**src/rtl/mem_stage.sv**
```systemverilog
// Memory stage of a RISC-V pipeline: ALU pass-through, load/store RAM handshake with
// byte-lane steering, misalignment/illegal-type faults and an access timeout.
module mem_stage #(
    parameter int unsigned TIMEOUT = 255
) (
    input  logic        clk,
    input  logic        reset,
    input  logic        ex_mem_is_load,
    input  logic        ex_mem_is_store,
    input  logic [2:0]  ex_mem_load_type,
    input  logic [2:0]  ex_mem_store_type,
    input  logic [31:0] ex_mem_ram_address,
    input  logic [31:0] ex_mem_rs2_val,
    input  logic [31:0] ex_mem_result,
    input  logic [4:0]  ex_mem_rd_addr,
    input  logic        ex_mem_reg_write,
    output logic        mem_req,
    output logic        mem_we,
    output logic [31:0] mem_addr,
    output logic [3:0]  mem_wstrb,
    output logic [31:0] mem_wdata,
    input  logic [31:0] mem_rdata,
    input  logic        mem_ready,
    output logic        mem_busy,
    output logic        mem_fault,
    output logic [4:0]  mem_wb_rd,
    output logic [31:0] mem_wb_result,
    output logic        mem_wb_write
);

    localparam int unsigned CNT_W = (TIMEOUT > 1) ? $clog2(TIMEOUT) : 1;
    localparam logic [CNT_W-1:0] CNT_LAST = CNT_W'(TIMEOUT - 1);

    localparam logic [2:0] F_B  = 3'b000;
    localparam logic [2:0] F_H  = 3'b001;
    localparam logic [2:0] F_W  = 3'b010;
    localparam logic [2:0] F_BU = 3'b100;
    localparam logic [2:0] F_HU = 3'b101;

    typedef enum logic {
        S_IDLE,
        S_ACCESS
    } state_e;

    typedef struct packed {
        logic       is_store;
        logic [2:0] ld_type;
        logic [1:0] off;
        logic [4:0] rd;
        logic       reg_write;
    } op_t;

    state_e            state_q, state_d;
    logic [CNT_W-1:0]  cnt_q, cnt_d;
    op_t               op_q, op_d;
    logic              we_q, we_d;
    logic [31:0]       addr_q, addr_d;
    logic [3:0]        wstrb_q, wstrb_d;
    logic [31:0]       wdata_q, wdata_d;
    logic              fault_q, fault_d;
    logic [4:0]        wb_rd_q, wb_rd_d;
    logic [31:0]       wb_result_q, wb_result_d;
    logic              wb_write_q, wb_write_d;

    logic        mem_op_c, legal_c, misal_c, go_c, bad_c;
    logic [1:0]  addr_lo_c;
    logic [3:0]  st_strb_c;
    logic [31:0] st_data_c;
    logic [31:0] lane_c;
    logic [31:0] ld_val_c;

    // Decode the EX/MEM request: legality, alignment and store lane steering.
    always_comb begin
        legal_c   = 1'b0;
        misal_c   = 1'b0;
        st_strb_c = 4'b0000;
        st_data_c = 32'h0;
        addr_lo_c = ex_mem_ram_address[1:0];
        if (ex_mem_is_load && !ex_mem_is_store) begin
            case (ex_mem_load_type)
                F_B, F_BU: legal_c = 1'b1;
                F_H, F_HU: begin
                    legal_c = 1'b1;
                    misal_c = addr_lo_c[0];
                end
                F_W: begin
                    legal_c = 1'b1;
                    misal_c = |addr_lo_c;
                end
                default: legal_c = 1'b0;
            endcase
        end else if (ex_mem_is_store && !ex_mem_is_load) begin
            case (ex_mem_store_type)
                F_B: begin
                    legal_c   = 1'b1;
                    st_strb_c = 4'b0001 << addr_lo_c;
                    st_data_c = {4{ex_mem_rs2_val[7:0]}};
                end
                F_H: begin
                    legal_c   = 1'b1;
                    misal_c   = addr_lo_c[0];
                    st_strb_c = 4'b0011 << {addr_lo_c[1], 1'b0};
                    st_data_c = {2{ex_mem_rs2_val[15:0]}};
                end
                F_W: begin
                    legal_c   = 1'b1;
                    misal_c   = |addr_lo_c;
                    st_strb_c = 4'b1111;
                    st_data_c = ex_mem_rs2_val;
                end
                default: legal_c = 1'b0;
            endcase
        end
        mem_op_c = ex_mem_is_load | ex_mem_is_store;
        go_c     = mem_op_c & legal_c & ~misal_c;
        bad_c    = mem_op_c & ~go_c;
    end

    // Load data: shift the addressed lane down, then extend.
    always_comb begin
        lane_c = mem_rdata >> {op_q.off, 3'b000};
        case (op_q.ld_type)
            F_B:     ld_val_c = {{24{lane_c[7]}}, lane_c[7:0]};
            F_BU:    ld_val_c = {24'h0, lane_c[7:0]};
            F_H:     ld_val_c = {{16{lane_c[15]}}, lane_c[15:0]};
            F_HU:    ld_val_c = {16'h0, lane_c[15:0]};
            default: ld_val_c = mem_rdata;
        endcase
    end

    always_comb begin
        state_d     = state_q;
        cnt_d       = cnt_q;
        op_d        = op_q;
        we_d        = we_q;
        addr_d      = addr_q;
        wstrb_d     = wstrb_q;
        wdata_d     = wdata_q;
        fault_d     = 1'b0;
        wb_rd_d     = wb_rd_q;
        wb_result_d = wb_result_q;
        wb_write_d  = wb_write_q;
        case (state_q)
            S_IDLE: begin
                if (go_c) begin
                    state_d   = S_ACCESS;
                    cnt_d     = '0;
                    we_d      = ex_mem_is_store;
                    addr_d    = {ex_mem_ram_address[31:2], 2'b00};
                    wstrb_d   = st_strb_c;
                    wdata_d   = st_data_c;
                    op_d      = '{is_store:  ex_mem_is_store,
                                  ld_type:   ex_mem_load_type,
                                  off:       addr_lo_c,
                                  rd:        ex_mem_rd_addr,
                                  reg_write: ex_mem_reg_write};
                    wb_write_d = 1'b0;
                end else if (bad_c) begin
                    fault_d    = 1'b1;
                    wb_write_d = 1'b0;
                end else begin
                    wb_result_d = ex_mem_result;
                    wb_rd_d     = ex_mem_rd_addr;
                    wb_write_d  = ex_mem_reg_write;
                end
            end
            S_ACCESS: begin
                wb_write_d = 1'b0;
                if (mem_ready) begin
                    state_d = S_IDLE;
                    we_d    = 1'b0;
                    wstrb_d = 4'b0000;
                    if (!op_q.is_store) begin
                        wb_result_d = ld_val_c;
                        wb_rd_d     = op_q.rd;
                        wb_write_d  = op_q.reg_write;
                    end
                end else if (cnt_q == CNT_LAST) begin
                    // Abandon the access; the RAM never answered.
                    state_d = S_IDLE;
                    we_d    = 1'b0;
                    wstrb_d = 4'b0000;
                    fault_d = 1'b1;
                end else begin
                    cnt_d = cnt_q + CNT_W'(1);
                end
            end
            default: state_d = S_IDLE;
        endcase
    end

    always_ff @(posedge clk) begin
        if (reset) begin
            state_q     <= S_IDLE;
            cnt_q       <= '0;
            op_q        <= '0;
            we_q        <= 1'b0;
            addr_q      <= 32'h0;
            wstrb_q     <= 4'b0000;
            wdata_q     <= 32'h0;
            fault_q     <= 1'b0;
            wb_rd_q     <= 5'd0;
            wb_result_q <= 32'h0;
            wb_write_q  <= 1'b0;
        end else begin
            state_q     <= state_d;
            cnt_q       <= cnt_d;
            op_q        <= op_d;
            we_q        <= we_d;
            addr_q      <= addr_d;
            wstrb_q     <= wstrb_d;
            wdata_q     <= wdata_d;
            fault_q     <= fault_d;
            wb_rd_q     <= wb_rd_d;
            wb_result_q <= wb_result_d;
            wb_write_q  <= wb_write_d;
        end
    end

    // Busy rises combinationally so the pipeline stalls in the capture cycle.
    assign mem_busy      = (state_q == S_ACCESS) || go_c;
    assign mem_req       = (state_q == S_ACCESS);
    assign mem_we        = we_q;
    assign mem_addr      = addr_q;
    assign mem_wstrb     = wstrb_q;
    assign mem_wdata     = wdata_q;
    assign mem_fault     = fault_q;
    assign mem_wb_rd     = wb_rd_q;
    assign mem_wb_result = wb_result_q;
    assign mem_wb_write  = wb_write_q;

endmodule

```
**config.mk**
```make
export PLATFORM = sky130hd
export DESIGN_NAME = mem_stage
export DESIGN_NICKNAME = d
export VERILOG_FILES = /design/src/rtl/mem_stage.sv
export SDC_FILE = /design/constraint.sdc
export NUM_CORES = 1
export LEC_CHECK = 0
export ABC_CLOCK_PERIOD_IN_PS = 3820
export BUFFER_PORTS_ARGS = -buffer_cell sky130_fd_sc_hd__buf_2
export CORE_ASPECT_RATIO = 0.5
export CORE_MARGIN = 2
export CORE_UTILIZATION = 45
export DETAILED_ROUTE_END_ITERATION = 6
export GPL_TIMING_DRIVEN = 0
export PLACE_DENSITY = 0.76
export SYNTH_ARGS = -nofsm -noshare
export SYNTH_HDL_FRONTEND = slang
export SYNTH_SLANG_ARGS = --single-unit
```
**constraint.sdc**
```tcl
create_clock -name clk -period 3.82 [get_ports clk]
set_input_delay 0.191 -clock clk [delete_from_list [all_inputs] [get_ports clk]]
set_output_delay 0.191 -clock clk [all_outputs]
set_load 0.01 [all_outputs]
```
# [Yosys cells after proc, flatten, opt, wreduce, memory -nomap -nowiden]
# Cells that the tools add are included.
[totals] word_cells=111 reg_bits=127 out_inout_bits=110
[op_classes] bitwise_logic=7 n_reduce_logical=16 addsub=1 shift=3 mux=51 n_eq_ne=18
[op_table] cell="$mux W32" n=6
[op_table] cell="$pmux W32 S4" n=1
[op_table] cell="$pmux W32 S3" n=1
[op_table] cell="$pmux W32 S2" n=1
[op_table] cell="$shr A32 B5 Y16" n=1
[op_table] cell="$mux W8" n=3
[op_table] cell="$mux W1" n=20
[op_table] cell="$mux W4" n=5
[op_table] cell="$mux W5" n=4
[op_table] cell="$pmux W8 S2" n=1
[op_table] cell="$ne A2 B2 Y1 const B" n=7
[op_table] cell="$eq A3 B3 Y1 const B" n=4
[op_table] cell="$pmux W1 S2" n=6
[op_table] cell="$pmux W4 S3" n=1
[op_table] cell="$pmux W5 S2" n=1
[op_table] cell="$eq A3 B1 Y1 const B" n=3
[op_table] cell="$logic_not A3 Y1" n=3
[op_table] cell="$add A8 B1 Y8 const B" n=1
[op_table] cell="$eq A8 B8 Y1 const B" n=1
[op_table] cell="$pmux W4 S2" n=1
[op_table] cell="$eq A3 B2 Y1 const B" n=2
[op_table] cell="$reduce_or A5 Y1" n=1
[op_table] cell="$reduce_and A2 Y1" n=2
[op_table] cell="$reduce_and A4 Y1" n=1
[op_table] cell="other kinds (12)" n=19

# [Logic depth before layout (Yosys ltp)]
# Gate-level depths: netlist of run 1.
[logic_depth] depth_word=12 depth_mapped=10 mapped_depth_nobuf=7

# [Worst setup path before layout of run 1]
# No wires, ideal clock.
[synth_path] kind="register to register" from="register op_q[6] in the netlist's numbering" to="register wb_result_q[22] (netlist: mem_wb_result[22])" synth_period_minus_slack_ns=1.876 setup_ns=0.096 stages_incl_launch_ff=8 t_required_ns=3.724 t_arrival_ns=1.780 path_slack_ns=1.944 cell_sequence="dfxtp_1 -> buf_6 -> nand2b_1 -> mux4_2 -> o31ai_4 -> buf_6 -> a21oi_1 -> o41ai_2"
[synth_via] elab_chain_len=5
[synth_lines] item="from (decl)" line_no="55" rtl="op_t op_q, op_d;"
[synth_lines] item="from (signal assigned)" line_no="208" rtl="op_q <= op_d;"
[synth_lines] item="$shr A32 B5 Y16" line_no="121" rtl="lane_c = mem_rdata >> {op_q.off, 3'b000};"
[synth_lines] item="$pmux W32 S4" line_no="122" rtl="case (op_q.ld_type)"
[synth_lines] item="$mux W32" line_no="173" rtl="if (!op_q.is_store) begin"
[synth_lines] item="$mux W32" line_no="169" rtl="if (mem_ready) begin"
[synth_lines] item="$pmux W32 S2" line_no="143" rtl="case (state_q)"
[synth_lines] item="to (signal assigned)" line_no="215" rtl="wb_result_q <= wb_result_d;"
[synth_lines] item="to (decl)" line_no="62" rtl="logic [31:0] wb_result_q, wb_result_d;"
# No other way between the ends. The select of a mux whose other input is x is not followed.
# A chain may end at the register's enable or synchronous reset.

# [Worst setup path after layout of run 1]
[layout_path] from="register state_q (netlist: mem_req)" to="register wb_result_q[24] (netlist: mem_wb_result[24])"
[layout_via] elab_chain_len=3 elab_cells_between_ends=7 classes_between="eq/ne (4); mux (1); bitwise (1); reduce/logical (1)"
[layout_lines] item="from (decl)" line_no="53" rtl="state_e state_q, state_d;"
[layout_lines] item="from (signal assigned)" line_no="206" rtl="state_q <= state_d;"
[layout_lines] item="$not A1 Y1 (no line)"
[layout_lines] item="$ne A2 B2 Y1 (no line)"
[layout_lines] item="$reduce_and A4 Y1 (no line)"
# Parallel ways exist; a longest one is shown, timed or not.

==> flow_summary.yaml, run 1 <==
pwr:
  power_leakage_nw: 3.71
  p_per_area_nw_per_um2: 444
  internal_power_w: 0.00270
  peakVddDrop_uv: 248
  pwr-share-seq_pct: 38.1
  power_switching_w: 0.00102
  comb_power_share_pct: 15.6
  switching_share_pct: 27.5
  clock_power_share_pct: 46.3
timing:
  setup_viol: 0
  setup_tns_ns: 0
  rsz0062_at_grt: "no"
  tightest_slew_ns: 1.20
  fin_crit_sh_pct: 64.5
  timing.fmax_ghz: 0.406
  slew_headroom_pct: 19.0
  final.min_clock_period_ns: 2.47
  hold_viol: 0
  fin_skew_ns: 0.00864
  drv_slew: 0
  worst_slack_ns: 1.35
yosys:
  synth_top_area_cell: "dfxtp_1"
  netlist_instances: 795
  ys_types: 48
  synth_edf_count: 0
  syn_area_per_cell_um2: 7.91
  netlist_area_um2: 6290
  ys_ff_latch: 127
  ys.flop_type: "dfxtp_1"
  yosysSeqAreaShare_pct: 40.4
  ys_warn_count: 0
  async_reset_ff_share_pct: 0
  synth_top_area_share_pct: 40.4
  synth_area_leaders: "dfxtp_1 (40%), a21oi_1 (9.2%), nand2_1 (8.4%)"
setup_path:
  setup.worst_path.end_class: "flop"
  crit_fanout: 10
  crit_top_cell: "clkbuf_1"
  criticalPathCategory: "flop to flop"
  path_buf_inv: 4
  worst_path_dominant_cell_family: "buffers and inverters"
  r2r_end: "mem_wb_result[24]"
  r2r_slack_ns: 1.35
  slowest_delay_ns: 0.51
  cp.required_ns: 4.14
  cpMaxStageDelayCell: "a21boi_0"
  worstPathArrival_ns: 2.79
  worstSetupStartpointType: "flop"
  r2r-start: "mem_req"
  worstRegToRegCells: 7
  crit_path_cell_trace: "buf_2 > inv_1 > a21boi_0 > clkbuf_1 > clkbuf_1 > nand3b_1 > o41ai_2"
worst_hold_path:
  hp-class: "primary input to flop"
  hold_start: "ex_mem_ram_address[23]"
  hold_depth: 3
  whs_endpoint: "mem_addr[23]"
global_routing:
  grt_pass1_vias: 6546
  grt_pass1_wl_um: 33700
  antenna_found_initial: 3
  grt_max_degree: 17
  grt_use_total_pct: 29.2
  overflow: 0
die:
  initial_core_util_pct: 46.3
  die_x_um: 171
  ios: 255
  dieArea_um2: 15000
  fp-row-count: 30
  core_um2: 13600
  die_h_um: 87.6
detailed_routing:
  drt-total-wl_um: 22500
  wl_per_cell_um: 17.7
  ant_nets: 0
  dr.pass1.iters: 5
  drt-vias-per-instance: 5.55
  route.detailed.drc: 0
  vias: 7057
  drt_iter0_markers: 502
clock_network:
  cts_setup_buffers: 0
  clock_path_buffers: 2
  cts_tree: "built"
  cts_buffers: 17
  clkLatencyLatePin_ns: 0.42
  clkTransAtPathRegs_ns: 0.06
  clkSinkCount: 127
  clk_root_buffer_cell: "clkbuf_16"
  hold_buffers: 0
  cts-htree-levels: 4
  cts_resized: 0
finish:
  nFillCells: 1299
  syn_to_final_growth_pct: 33.6
  multi_input_comb_area_um2: 3400
  nets: 1211
  stdcell_count: 1271
  drive_above_1_share_pct: 29.8
  regArea_um2: 2540
place:
  dpl_worst_slack_ns: 1.46
  port_buffers: 249
  dp_hpwl_um: 17100
  dp_cells: 1237
  place.gp.congestion: 0.920
outcome:
  status: "completed"
run:
  max_cap_violations: 0
## state kept, by name (all words and copies together) (netlist names)
name,cells
mem_wdata,32
op_q,12
mem_wstrb,4
mem_wb_result,32
mem_wb_write,1
cnt_q,8
mem_wb_rd,5
mem_we,1
mem_fault,1
mem_addr,30
mem_req,1
## logic make-up after synthesis
kind of cell / count (synthesis) / share of synthesized area (%)
fa+ha+maj: 2 / 0.398
flops: 127 / 40.4
xor+xnor: 4 / 0.557
compound gates: 231 / 24.0
mux: 26 / 4.54
other cells: 1 / 0.0596
simple gates: 323 / 24.4
buf+inv: 81 / 5.63
## synth_stat cells, types with 4 or more instances
cell type	count
buf_2	18
o31ai_1	14
a211oi_1	15
a21oi_1	115
inv_1	8
nand2_1	141
nand3b_1	48
o21ai_0	33
nor3_1	4
nor2b_1	16
dfxtp_1	127
nand3_1	28
o211ai_1	5
a2bb2oi_1	4
o41ai_1	14
a221oi_1	7
nor2_1	70
mux2i_1	24
clkbuf_1	41
o41ai_2	10
buf_1	8
## stage by stage
step	hold slack [ns]	power, W	instance area (µm²)	utilization (%)
after floorplan	0.327	0.00177	6290	-
after global placement	0.433	0.00201	7780	57.2
after detailed placement	0.439	0.00202	7780	57.2
after CTS	0.00297	0.00374	8400	61.8
after global routing	0.00929	0.00386	8400	61.8
final	0.00665	0.00373	8400	61.9
## power groups by stage
stage                     Sequential, W  Combinational, W  Clock [W]
after global placement          0.00145          0.000562          0
final                           0.00142          0.000581    0.00173
after global routing            0.00143          0.000633    0.00180
after floorplan                 0.00147          0.000295          0
after detailed placement        0.00145          0.000571          0
after CTS                       0.00142          0.000574    0.00174
## cell usage in the layout (no fill, tap or decap), types with 3 or more instances in the layout
cell type,instances
nor2b_1,16
clkbuf_16,17
clkinv_2,4
nand2b_1,3
a21oi_1,115
clkinv_4,4
nand3_1,28
buf_1,8
o211ai_1,5
a221oi_1,7
o21ai_0,33
bufinv_16,4
buf_2,267
a2bb2oi_1,4
nand2_1,141
dfxtp_1,127
o31ai_1,14
nor2_1,70
nor3_1,4
buf_4,3
nand3b_1,48
nand4_1,3
a211oi_1,15
o41ai_1,14
mux2i_1,24
clkbuf_1,42
a31oi_1,3
inv_1,8
o41ai_2,10
## worst max-delay path by stage
stage               cells past startpoint                 to     from  slack [ns]
finish                                  7  mem_wb_result[24]  mem_req        1.35
global route                            7  mem_wb_result[12]  mem_req        1.15
CTS                                     7  mem_wb_result[27]  mem_req        1.46
detailed placement                      7  mem_wb_result[27]  mem_req        1.46
global placement                        7  mem_wb_result[28]  mem_req        1.47
floorplan                               7  mem_wb_result[22]  op_q[6]        1.94
## worst register-to-register path, stage by stage, from the launching register on
cell and delay (ns):
dfxtp_1 0.34, buf_2 0.27, inv_1 0.13, a21boi_0 0.51, clkbuf_1 0.46, clkbuf_1 0.43, nand3b_1 0.17, o41ai_2 0.07
## per-layer routing
metal	share of wire, %	routed length, µm	GRT usage, %	vias to the layer above
met2	46	10400	48.8	311
met3	7.9	1770	6.46	37
li1	-	-	-	3358
met1	44	9870	38.0	3351
met5	0	0	0	-
met4	1.7	392	9.71	0
## cell type report
type                       instances  share of cell area [%]
antenna                            2                  0.0596
sequential                       127                    30.3
multi-input combinational        588                    40.4
buffer                            73                    3.86
clock buffer                      18                    5.11
timing repair buffer             249                    14.8
clock inverter                    14                    2.28
tap                              192                    2.86
inverter                           8                   0.357
Note: power is estimated with default switching activity, not from simulation.
==> inputs of run 2 (changes only) <==
==> config.mk (replaced) <==
export PLATFORM = sky130hd
export DESIGN_NAME = mem_stage
export DESIGN_NICKNAME = d
export VERILOG_FILES = /design/src/rtl/mem_stage.sv
export SDC_FILE = /design/constraint.sdc
export NUM_CORES = 1
export LEC_CHECK = 0
export ABC_CLOCK_PERIOD_IN_PS = 2200
export BUFFER_PORTS_ARGS = -buffer_cell sky130_fd_sc_hd__buf_2
export CORE_ASPECT_RATIO = 0.5
export CORE_MARGIN = 2
export CORE_UTILIZATION = 44
export DETAILED_ROUTE_END_ITERATION = 6
export GPL_TIMING_DRIVEN = 0
export PLACE_DENSITY = 0.78
export SYNTH_ARGS = -nofsm -noshare
export SYNTH_HDL_FRONTEND = slang
export SYNTH_SLANG_ARGS = --single-unit
==> constraint.sdc (replaced) <==
create_clock -name clk -period 2.2 [get_ports clk]
set_input_delay 0.11 -clock clk [delete_from_list [all_inputs] [get_ports clk]]
set_output_delay 0.11 -clock clk [all_outputs]
set_load 0.01 [all_outputs]
==> flow_summary.yaml, run 2 (synthesis results as in run 1) <==
outcome:
  status: "completed"
setup_path:
  worst_path_dominant_cell_family: "compound AO/OA/AOI/OAI gates"
  slowest_delay_ns: 0.50
  crit_fanout: 10
  r2r-start: "op_q[6]"
  setup.worst_path.end_class: "flop"
  crit_start: "op_q[6]"
  crit_path_cell_trace: "buf_6 > nand2b_1 > mux4_2 > o31ai_4 > buf_4 > buf_6 > a21oi_1 > o41ai_2"
  crit_top_cell: "buf_6"
  criticalPathCategory: "flop to flop"
  cp.required_ns: 2.52
  worstPathArrival_ns: 2.43
  path_buf_inv: 3
  worstSetupStartpointType: "flop"
  cpMaxStageDelayCell: "mux4_2"
timing:
  final.min_clock_period_ns: 2.11
  tightest_slew_ns: 1.03
  fin_skew_ns: 0.0109
  drv_slew: 0
  slew_headroom_pct: 31.3
  timing.fmax_ghz: 0.473
  fin_crit_sh_pct: 96.1
  hold_viol: 0
  rsz0062_at_grt: "no"
  timing.hold.ws_ns: 0.00750
  setup_viol: 0
place:
  placed_cell_area_um2: 7780
  dp_hpwl_um: 17100
  port_buffers: 249
  place.gp.congestion: 0.945
detailed_routing:
  dr.pass1.iters: 5
  wl_per_cell_um: 17.9
  drt-total-wl_um: 23800
  drt-vias-per-instance: 5.52
  ant_nets: 0
  vias: 7346
  drt_iter0_markers: 619
  route.detailed.drc: 0
finish:
  final_common_cell: "buf_2"
  final_util_pct: 65.3
  final_area_um2: 8970
  final_cell_mix: "buf_2 (265), nand2_1 (141), dfxtp_1 (127)"
  nets: 1271
  syn_to_final_growth_pct: 42.7
  drive_above_1_share_pct: 29.0
  nFillCells: 1208
pwr:
  peakVddDrop_uv: 520
  power_leakage_nw: 3.95
  p_per_area_nw_per_um2: 701
  power_w: 0.00629
clock_network:
  cts_buffers: 17
  clkTransAtPathRegs_ns: 0.06
  clkSinkCount: 127
  clk_root_buffer_cell: "clkbuf_16"
  clock_path_buffers: 2
  cts-htree-levels: 4
  cts_tree: "built"
  clkLatencyLatePin_ns: 0.42
worst_hold_path:
  hp-class: "primary input to flop"
  hold_start: "ex_mem_result[25]"
die:
  fp-row-count: 30
  ios: 255
  dieArea_um2: 15300
  initial_core_util_pct: 45.8
  die_x_um: 173
  die_h_um: 88.5
  core_um2: 13700
global_routing:
  grt_max_degree: 17
  grt_pass1_wl_um: 35900
  overflow: 0
  grt_use_total_pct: 30.1
  antenna_found_initial: 2
  grt_pass1_vias: 7049
run:
  max_cap_violations: 0
==> run 2: cell type report <==
type	instances	area [µm²]	share of cell area, %
antenna	1	2.50	0.0279
multi-input combinational	588	3400	37.9
clock buffer	19	453	5.05
buffer	72	333	3.71
timing repair buffer	310	1850	20.7
tap	192	240	2.68
clock inverter	13	115	1.28
sequential	127	2540	28.3
inverter	8	30.0	0.335
==> run 2: power breakdown <==
group          switching [W]  total, W  internal (W)
clock network        0.00110   0.00271       0.00161
logic               0.000644   0.00111      0.000462
registers          0.0000612   0.00247       0.00241
total                0.00181   0.00629       0.00449
==> run 2: metrics by stage <==
stage / setup WS [ns] / instances / setup TNS, ns
finish: 0.0859 / 1330 / 0
CTS: 0.0650 / 1329 / 0
floorplan: 0.324 / 796 / 0
global route: 0.00714 / 1330 / 0
detailed placement: -0.158 / 1237 / -2.93
global placement: -0.102 / 1237 / -1.95
==> run 2: tightest hold or removal path, stage by stage <==
cell     delay (ns)
buf_2          0.07
nor2_1         0.04
o41ai_2        0.17
==> run 2: layer usage <==
| layer | share of wire, % | track usage, % | vias to the layer above |
|---|---|---|---|
| met2 | 47 | 53.1 | 356 |
| met4 | 2.9 | 12.5 | 2 |
| met1 | 43 | 36.8 | 3442 |
| li1 | - | - | 3486 |
| met3 | 7.6 | 6.01 | 60 |
| met5 | 0.055 | 0 | - |
==> run 2: timing repair <==
action | 4_1_cts | 5_1_grt
endpoints found under the hold margin | 61 | 0
endpoints found under the setup margin | 30 | 77
buffers inserted | 0 | 1
hold buffers | 60 | 0
resized for setup | 4 | 8
pin swaps | 0 | 1
==> run 2: path summary, 6_finish.rpt <==
path | cells past startpoint | slack, ns | to
max | 8 | 0.09 | mem_wb_result[31]
min | 3 | 0.007 | mem_wb_result[25]
max reg2reg | 8 | 0.09 | mem_wb_result[31]
min reg2reg | 2 | 0.45 | op_q[5]
